## src/rtl/vending_machine.sv

```systemverilog
// Coin-operated vending controller: accumulates coin credit, pulses product_out
// for one cycle per completed purchase and carries any overpayment forward.
module vending_machine #(
    parameter int PRICE    = 15,
    parameter int COIN_A   = 5,
    parameter int COIN_B   = 10,
    parameter int CREDIT_W = 5   // must hold PRICE-1+max(COIN_A,COIN_B)
) (
    input  logic       clk,
    input  logic       rst,
    input  logic [1:0] coin_in,
    output logic       product_out
);

    typedef enum logic [1:0] {
        COIN_NONE = 2'b00,
        COIN_LO   = 2'b01,
        COIN_HI   = 2'b10,
        COIN_BAD  = 2'b11
    } coin_e;

    localparam logic [CREDIT_W:0] PRICE_S  = (CREDIT_W+1)'(PRICE);
    localparam logic [CREDIT_W:0] COIN_A_S = (CREDIT_W+1)'(COIN_A);
    localparam logic [CREDIT_W:0] COIN_B_S = (CREDIT_W+1)'(COIN_B);

    logic [CREDIT_W-1:0] credit;
    logic [CREDIT_W-1:0] credit_nxt;
    logic [CREDIT_W:0]   coin_val;
    logic [CREDIT_W:0]   sum;
    logic                vend_nxt;

    // One extra bit on the sum so credit plus the largest coin cannot wrap.
    always_comb begin
        coin_val   = '0;
        sum        = '0;
        vend_nxt   = 1'b0;
        credit_nxt = credit;
        case (coin_e'(coin_in))
            COIN_LO:   coin_val = COIN_A_S;
            COIN_HI:   coin_val = COIN_B_S;
            default:   coin_val = '0;
        endcase
        sum = {1'b0, credit} + coin_val;
        if (sum >= PRICE_S) begin
            vend_nxt   = 1'b1;
            credit_nxt = CREDIT_W'(sum - PRICE_S);
        end else begin
            credit_nxt = CREDIT_W'(sum);
        end
    end

    always_ff @(posedge clk) begin
        if (!rst) begin
            credit      <= '0;
            product_out <= 1'b0;
        end else begin
            credit      <= credit_nxt;
            product_out <= vend_nxt;
        end
    end

endmodule

```

## config.mk

```make
export PLATFORM = sky130hd
export DESIGN_NAME = vending_machine
export DESIGN_NICKNAME = d
export VERILOG_FILES = /design/src/rtl/vending_machine.sv
export SDC_FILE = /design/constraint.sdc
export NUM_CORES = 1
export LEC_CHECK = 0
export BUFFER_PORTS_ARGS = -buffer_cell sky130_fd_sc_hd__buf_4
export CAP_MARGIN = 30
export CORE_AREA = 10 10 47 49
export CTS_BUF_LIST = sky130_fd_sc_hd__clkbuf_4 sky130_fd_sc_hd__clkbuf_8
export CTS_CLUSTER_DIAMETER = 80
export DETAILED_ROUTE_END_ITERATION = 8
export DIE_AREA = 0 0 57 59
export MAX_ROUTING_LAYER = met4
export PLACE_DENSITY = 0.62
export SLEW_MARGIN = 20
export SYNTH_ARGS = -nofsm -noshare
export SYNTH_HDL_FRONTEND = slang
export SYNTH_SLANG_ARGS = --single-unit
```

## constraint.sdc

```tcl
create_clock -name clk -period 3.2 [get_ports clk]
set_clock_uncertainty 0.1 [all_clocks]
set_input_delay 0.32 -clock clk [delete_from_list [all_inputs] [get_ports clk]]
set_output_delay 0.32 -clock clk [all_outputs]
set_load 0.01 [all_outputs]
```

==> impl_metrics.tcl, run 1 <==
set metrics [dict create \
    cp_max_fo 8 \
    worst_pin_slew_ps 439.7 \
    setup.worst_path.class "in2reg" \
    yosysWarnings 0 \
    clock_sinks 6 \
    multiInputGateArea_sq_um 386.6 \
    post-route-min-period_ps 2518 \
    fillCellCount 161 \
    timing.max_slew.rel_slack 0.7011 \
    final_hold_viol_count 0 \
    setup-tns-final_ps 0 \
    required_ps 3270 \
    max-clock-path-buffers 2 \
    avgSynthCellArea_sq_um 8.460 \
    p_leak_nw 0.2574 \
    top_level_ports 5 \
    post_place_cells 82 \
    setup_violations 0 \
    critPathMaxStageDelay_ps 360 \
    antenna_cells_inserted 0 \
    post-dp-hpwl_um 774.5 \
    wl_mm 1.005 \
    timing.max_cap.violations 0 \
    grt_pass1_vias 440 \
    final_layout_size_suffix_gt1_frac 0.2029 \
    cts_htree_levels 1 \
    clk_pin_slew_ps 50 \
    critical_path.endpoint_type "flop" \
    slew_viol_final 0 \
    layout_worst_path_cycle_share 0.7870 \
    synth.net_count 69 \
    ys.flop_type "sky130_fd_sc_hd__dfxtp_1" \
    critical_path.n_buffers_inverters 1 \
    sequential_area_sq_um 120.1 \
    effective_utilization_at_floorplan 0.3804 \
    cpLargestDelayFamily "simple AND/OR/NAND/NOR gates" \
    grt_start_max_net_pins 10 \
    outcome "complete, no violations" \
    areaGrowthSynthToFinish_pct 11.50 \
    path_cells "buf_4, or2b_4, xnor2_1, ha_1, nor2b_1, a22o_1, a211oi_2, nand3_1, or3_1, a31oi_1" \
    die_height_um 59 \
    routabilityCongestion 0.7958 \
    drc 0 \
    cts_root_buffer "sky130_fd_sc_hd__clkbuf_4" \
    post_synth_inst_count 63 \
    post_cts_resized 0 \
    number_of_violations_reported_at_the_end_of_detailed_routing_iteration_0 4 \
    io_buffers 4 \
    synth_area_sq_um 533.0 \
    synth_seq_cells 6 \
    netlist-cell-type-count 33 \
    crit_path_top_delay_cell "sky130_fd_sc_hd__a211oi_2" \
    fp.coreArea_sq_um 1401 \
    post_synth_top_area_share 0.2254 \
    antenna_found_initial 0 \
    wl_per_cell_um 11.82 \
    nNetsFinal 77 \
    row_count 14 \
    cts_tree "done" \
    wire_length_of_the_first_global_routing_pass_mm 1.773 \
    global_route.overflow_total 0 \
    drt-pass1-iter-count 4 \
    grt_use_total 0.06673 \
    power_mw 0.4538 \
    stdcell_count 85 \
    power_per_cell_area_nw_per_um2 763.6 \
    detailroute.via_count 461 \
    synth-seq-area-share 0.2254 \
    hold_class "in2reg" \
    dieArea_sq_um 3363 \
    post_cts_buffers 0 \
    synthTopCellsByArea "sky130_fd_sc_hd__dfxtp_1 23%, sky130_fd_sc_hd__xnor2_1 4.9%, sky130_fd_sc_hd__ha_1 4.7%, sky130_fd_sc_hd__nor2b_1 4.7%, sky130_fd_sc_hd__a22oi_4 4.0%" \
    numCtsBuffers 3 \
    cts_hold_buf 0 \
    drt-vias-per-instance 5.424 \
    critical_path_launch_point_type "input pin" \
    ir_worst_vdd_uv 344.2 \
    postSynth.asyncResetShare 0 \
    rsz0062_at_grt "false" \
    critPathArrivalTime_ps 2590 \
    synth_edf_count 0 \
    fp.dieW_um 57 \
    synth_largest_area_cell "sky130_fd_sc_hd__dfxtp_1" \
    yosys.cell_count.top_type "sky130_fd_sc_hd__dfxtp_1" \
    clock.fmax_mhz 397.1 \
    route.antenna.remaining_nets 0 \
    worst_skew_pair.late_latency_ps 250 \
]
[kinds of logic after synthesis]
kind of cell             after synthesis  synth area share
AO/OA/AOI/OAI                         17            0.2770
XOR/XNOR                               4           0.06574
adder cells (fa/ha/maj)                2           0.04694
buffers and inverters                  5           0.04929
flip-flops                             6            0.2254
multiplexers                           1           0.02582
AND/OR/NAND/NOR                       28            0.3098
[routing by layer]
metal | vias up | GRT usage | share of wire
met5 | - | - | 0
met1 | 212 | 0.06794 | 0.49
met3 | 4 | 0.02361 | 0.050
met2 | 6 | 0.1023 | 0.44
li1 | 239 | - | -
met4 | 0 | 0.05369 | 0.018
[worst min-delay path: cells and delay by family]
family          cells  cell delay (ps)
buf+inv             1              120
simple gates        1               60
compound gates      1               60
[worst paths after layout]
check	slack [ps]	start	cells after the start	to
max	680	coin_in[0]	10	credit[3]
min	260	rst	3	credit[1]
max reg2reg	830	credit[1]	8	credit[3]
min reg2reg	560	credit[4]	3	credit[4]
[flip-flops by register name (all words and copies together), names as in the netlist]
register     cells
credit           5
product_out      1
[per-stage QoR]
step | setup WS (ps) | util | instance area, sq um | hold WS (ps)
3_5_place_dp | 447.9 | 0.4080 | 571.8 | 508.0
5_1_grt | 482.6 | 0.4241 | 594.3 | 274.3
4_1_cts | 696.9 | 0.4241 | 594.3 | 245.5
2_1_floorplan | 802.7 | - | 533.0 | 359.2
3_3_place_gp | 504.7 | 0.4080 | 571.8 | 507.4
6_report | 681.6 | 0.4241 | 594.3 | 255.6
[cells in the final DEF, fill, tap and decap left out]
master,synthesis,layout
sky130_fd_sc_hd__a211oi_1,1,1
sky130_fd_sc_hd__a211oi_2,1,1
sky130_fd_sc_hd__a21o_1,1,1
sky130_fd_sc_hd__a21oi_1,3,3
sky130_fd_sc_hd__a22o_1,1,1
sky130_fd_sc_hd__a22oi_4,1,1
sky130_fd_sc_hd__a31oi_1,2,2
sky130_fd_sc_hd__and2_1,3,3
sky130_fd_sc_hd__buf_4,0,4
sky130_fd_sc_hd__clkbuf_4,0,3
sky130_fd_sc_hd__dfxtp_1,6,6
sky130_fd_sc_hd__ha_1,2,2
sky130_fd_sc_hd__inv_1,4,4
sky130_fd_sc_hd__mux2i_2,1,1
sky130_fd_sc_hd__nand2_1,4,4
sky130_fd_sc_hd__nand2b_4,1,1
sky130_fd_sc_hd__nand3_1,4,4
sky130_fd_sc_hd__nand3b_1,2,2
sky130_fd_sc_hd__nand4_1,1,1
sky130_fd_sc_hd__nor2_1,4,4
sky130_fd_sc_hd__nor2_2,1,1
sky130_fd_sc_hd__nor2b_1,4,4
sky130_fd_sc_hd__o211a_1,1,1
sky130_fd_sc_hd__o211ai_4,1,1
sky130_fd_sc_hd__o21ai_0,1,1
sky130_fd_sc_hd__o21ai_1,1,1
sky130_fd_sc_hd__o21bai_1,1,1
sky130_fd_sc_hd__o22ai_1,1,1
sky130_fd_sc_hd__o31ai_1,1,1
sky130_fd_sc_hd__or2_0,1,1
sky130_fd_sc_hd__or2b_4,1,1
sky130_fd_sc_hd__or3_1,2,2
sky130_fd_sc_hd__xnor2_1,3,3
sky130_fd_sc_hd__xor2_1,1,1
[final cells by class]
class / count / share of cell area
sequential: 6 / 0.2021
multi-input combinational: 52 / 0.6505
clock buffer: 3 / 0.03789
inverter: 4 / 0.02526
tap: 16 / 0.03368
timing repair buffer: 4 / 0.05053
[power by group]
group	internal [mW]	total (mW)	leakage, nW	switching [mW]
clock network	0.0424	0.0702	0.0138	0.0277
logic	0.112	0.239	0.194	0.128
registers	0.106	0.144	0.0496	0.0387
total	0.260	0.454	0.257	0.194
No activity file was read; power rests on OpenSTA's default activity.
==> run 2, diff against run 1 <==
--- a/config.mk
+++ b/config.mk
@@ -5,6 +5,7 @@
 export SDC_FILE = /design/constraint.sdc
 export NUM_CORES = 1
 export LEC_CHECK = 0
+export ABC_AREA = 1
 export BUFFER_PORTS_ARGS = -buffer_cell sky130_fd_sc_hd__buf_4
 export CAP_MARGIN = 30
 export CORE_AREA = 10 10 47 49
@@ -13,7 +14,7 @@
 export DETAILED_ROUTE_END_ITERATION = 8
 export DIE_AREA = 0 0 57 59
 export MAX_ROUTING_LAYER = met4
-export PLACE_DENSITY = 0.62
+export PLACE_DENSITY = 0.64
 export SLEW_MARGIN = 20
 export SYNTH_ARGS = -nofsm -noshare
 export SYNTH_HDL_FRONTEND = slang
==> constraint.sdc (replaced) <==
create_clock -name clk -period 2.44 [get_ports clk]
set_clock_uncertainty 0.1 [all_clocks]
set_input_delay 0.244 -clock clk [delete_from_list [all_inputs] [get_ports clk]]
set_output_delay 0.244 -clock clk [all_outputs]
set_load 0.01 [all_outputs]
==> run 2 against run 1 <==
- synthesized cell count up 38%
- sequential power up 18%
- clock power grew 33%
- area after synthesis increased by 4.7%
- global-route usage is 1.3 points higher
- count of clock-buffer cells in the layout stayed put
- cell area increased by 6.1%
- flip-flop and latch count did not move
- power grew 33%
- largest power group unchanged
==> impl_metrics.tcl, run 2 <==
set metrics [dict create \
    final_common_cell "sky130_fd_sc_hd__nand2_1" \
    cp_max_fo 6 \
    netlist-cell-type-count 18 \
    row_count 14 \
    post-dp-hpwl_um 880.9 \
    fp.coreArea_sq_um 1401 \
    rsz0062_at_grt "false" \
    worst_skew_pair.late_latency_ps 250 \
    synth_edf_count 0 \
    setup_violations 0 \
    clock.fmax_mhz 531.3 \
    top_level_ports 5 \
    power_per_cell_area_nw_per_um2 954.5 \
    timing.max_cap.violations 0 \
    slew_viol_final 0 \
    sequential_area_sq_um 120.1 \
    nNetsFinal 102 \
    setup.worst_path.class "reg2reg" \
    critical_path_launch_point_type "flop" \
    cts_tree "done" \
    global_route.overflow_total 0 \
    layout_common_cells "25 x sky130_fd_sc_hd__nand2_1, 13 x sky130_fd_sc_hd__inv_1, 8 x sky130_fd_sc_hd__nand3_1, 8 x sky130_fd_sc_hd__nand4_1, 6 x sky130_fd_sc_hd__dfxtp_1" \
    post_cts_resized 0 \
    multiInputGateArea_sq_um 377.9 \
    synth-seq-area-share 0.2152 \
    io_buffers 4 \
    post_synth_top_area_share 0.2152 \
    cts_hold_buf 0 \
    clk_pin_slew_ps 50 \
    route.antenna.remaining_nets 0 \
    worst_pin_slew_ps 214.4 \
    yosysWarnings 0 \
    wl_per_cell_um 10.07 \
    cts_htree_levels 1 \
    biggestRegsByFlops "credit x5, product_out x1" \
    synthTopCellsByArea "sky130_fd_sc_hd__dfxtp_1 22%, sky130_fd_sc_hd__nand2_1 17%, sky130_fd_sc_hd__nand4_1 9.0%, sky130_fd_sc_hd__inv_1 8.7%, sky130_fd_sc_hd__nand3_1 7.2%" \
    cts_root_buffer "sky130_fd_sc_hd__clkbuf_4" \
    max-clock-path-buffers 2 \
    synth.net_count 93 \
    post-route-min-period_ps 1882 \
    final_hold_viol_count 0 \
    areaGrowthSynthToFinish_pct 13.00 \
    synth_area_sq_um 558.0 \
    flip_flop_count_of_the_largest_register_after_layout 5 \
    grt_use_total 0.07943 \
    final_util 0.4500 \
    drt-pass1-iter-count 4 \
    detailroute.via_count 551 \
    setup-tns-final_ps 0 \
    wl_mm 1.108 \
    critical_path.endpoint_type "flop" \
    drt-vias-per-instance 5.009 \
    layout_worst_path_cycle_share 0.7714 \
    clock_sinks 6 \
    antenna_cells_inserted 0 \
    antenna_found_initial 0 \
    registers.top_by_ff_count "credit" \
    ir_worst_vdd_uv 394.8 \
    numCtsBuffers 3 \
    number_of_violations_reported_at_the_end_of_detailed_routing_iteration_0 12 \
    avgSynthCellArea_sq_um 6.414 \
    p_leak_nw 0.3443 \
    ys.flop_type "sky130_fd_sc_hd__dfxtp_1" \
    effective_utilization_at_floorplan 0.3982 \
    outcome "complete, no violations" \
    postSynth.asyncResetShare 0 \
    die_height_um 59 \
    drc 0 \
    grt_start_max_net_pins 8 \
    dieArea_sq_um 3363 \
    post_cts_buffers 0 \
    required_ps 2490 \
    routabilityCongestion 0.8277 \
    synth_seq_cells 6 \
    wire_length_of_the_first_global_routing_pass_mm 2.083 \
    critPathArrivalTime_ps 1930 \
    post_synth_inst_count 87 \
    grt_pass1_vias 516 \
    timing.max_slew.rel_slack 0.8567 \
    fp.dieW_um 57 \
    fillCellCount 157 \
    synth_largest_area_cell "sky130_fd_sc_hd__dfxtp_1" \
    yosys-top-cells-count "25 x sky130_fd_sc_hd__nand2_1, 13 x sky130_fd_sc_hd__inv_1, 8 x sky130_fd_sc_hd__nand3_1, 8 x sky130_fd_sc_hd__nand4_1, 6 x sky130_fd_sc_hd__dfxtp_1" \
    final_layout_size_suffix_gt1_frac 0.2340 \
    hold_class "in2reg" \
    yosys.cell_count.top_type "sky130_fd_sc_hd__nand2_1" \
]
==> run 2: changes by cell type in the layout (fill, tap and decap cells not counted), sizes merged, moves of 2 or more <==
| cell | delta |
|---|---|
| or3 | -2 |
| nand2 | +29 |
| nor2b | -4 |
| inv | +12 |
| a211oi | -2 |
| nand4 | +7 |
| xnor2 | -3 |
| a31oi | -2 |
| and2 | -3 |
| nand3 | +6 |
==> run 2: cell type report <==
class                   count  share of cell area
clock buffers               3             0.03571
inverters                  16             0.09524
multi-input cells          65              0.5992
flip-flops and latches      6              0.1905
well taps                  16             0.03175
repair buffers              4             0.04762
==> run 2: power by group <==
part	internal [mW]	switching (mW)	leakage, nW
Sequential	0.135	0.0352	0.0494
Combinational	0.126	0.212	0.281
Clock	0.0558	0.0379	0.0138
==> run 2: per-stage QoR <==
step                      hold WS (ps)  cells  setup WS (ps)  cell area (sq um)  total power, mW
after floorplan                  264.5     87          712.8              558.0           0.4420
after global placement           392.7    107          469.7              608.1           0.5046
after detailed placement         398.6    107          446.8              608.1           0.5078
after CTS                        142.1    110          568.0              630.6           0.6041
after global routing             162.7    110          386.2              630.6           0.6718
final                            144.2    110          557.9              630.6           0.6019
==> run 2: logic make-up (layout without fill, tap and decap cells) <==
| logic type | count (synthesis) | in the layout | synth area share |
|---|---|---|---|
| and+or+nand+nor | 56 | 56 | 0.5493 |
| buffers and inverters | 16 | 23 | 0.1076 |
| DFF | 6 | 6 | 0.2153 |
| AOI/OAI and AO/OA | 5 | 5 | 0.05156 |
| adders and majority gates | 2 | 2 | 0.04484 |
| xor gates and xnor gates | 2 | 2 | 0.03140 |
==> run 2: metal layers <==
metal  track usage  routed length (um)  part of all wire  vias up
met5             -                   0                 0        -
met4       0.07047                  59             0.053        0
met3       0.01717                  49             0.044        7
met2        0.1163                 472              0.43       15
met1       0.08894                 526              0.47      232
li1              -                   -                 -      297
==> run 2: worst max-delay path: stages (launching register included) <==
cell	delay, ps
sky130_fd_sc_hd__dfxtp_1	390
sky130_fd_sc_hd__xor2_1	160
sky130_fd_sc_hd__inv_1	60
sky130_fd_sc_hd__ha_1	320
sky130_fd_sc_hd__ha_1	200
sky130_fd_sc_hd__inv_1	120
sky130_fd_sc_hd__nor2_4	60
sky130_fd_sc_hd__nand2_4	90
sky130_fd_sc_hd__nand3_4	100
sky130_fd_sc_hd__nand2_1	120
sky130_fd_sc_hd__inv_1	50
==> run 2: worst paths after layout <==
| kind | startpoint | endpoint | slack, ps | cells after the start |
|---|---|---|---|---|
| worst max-delay path | credit[1] | product_out | 560 | 10 |
| worst min-delay path | rst | credit[0] | 140 | 3 |
| worst max register to register | credit[1] | product_out | 560 | 10 |
| worst min register to register | credit[4] | credit[4] | 550 | 3 |
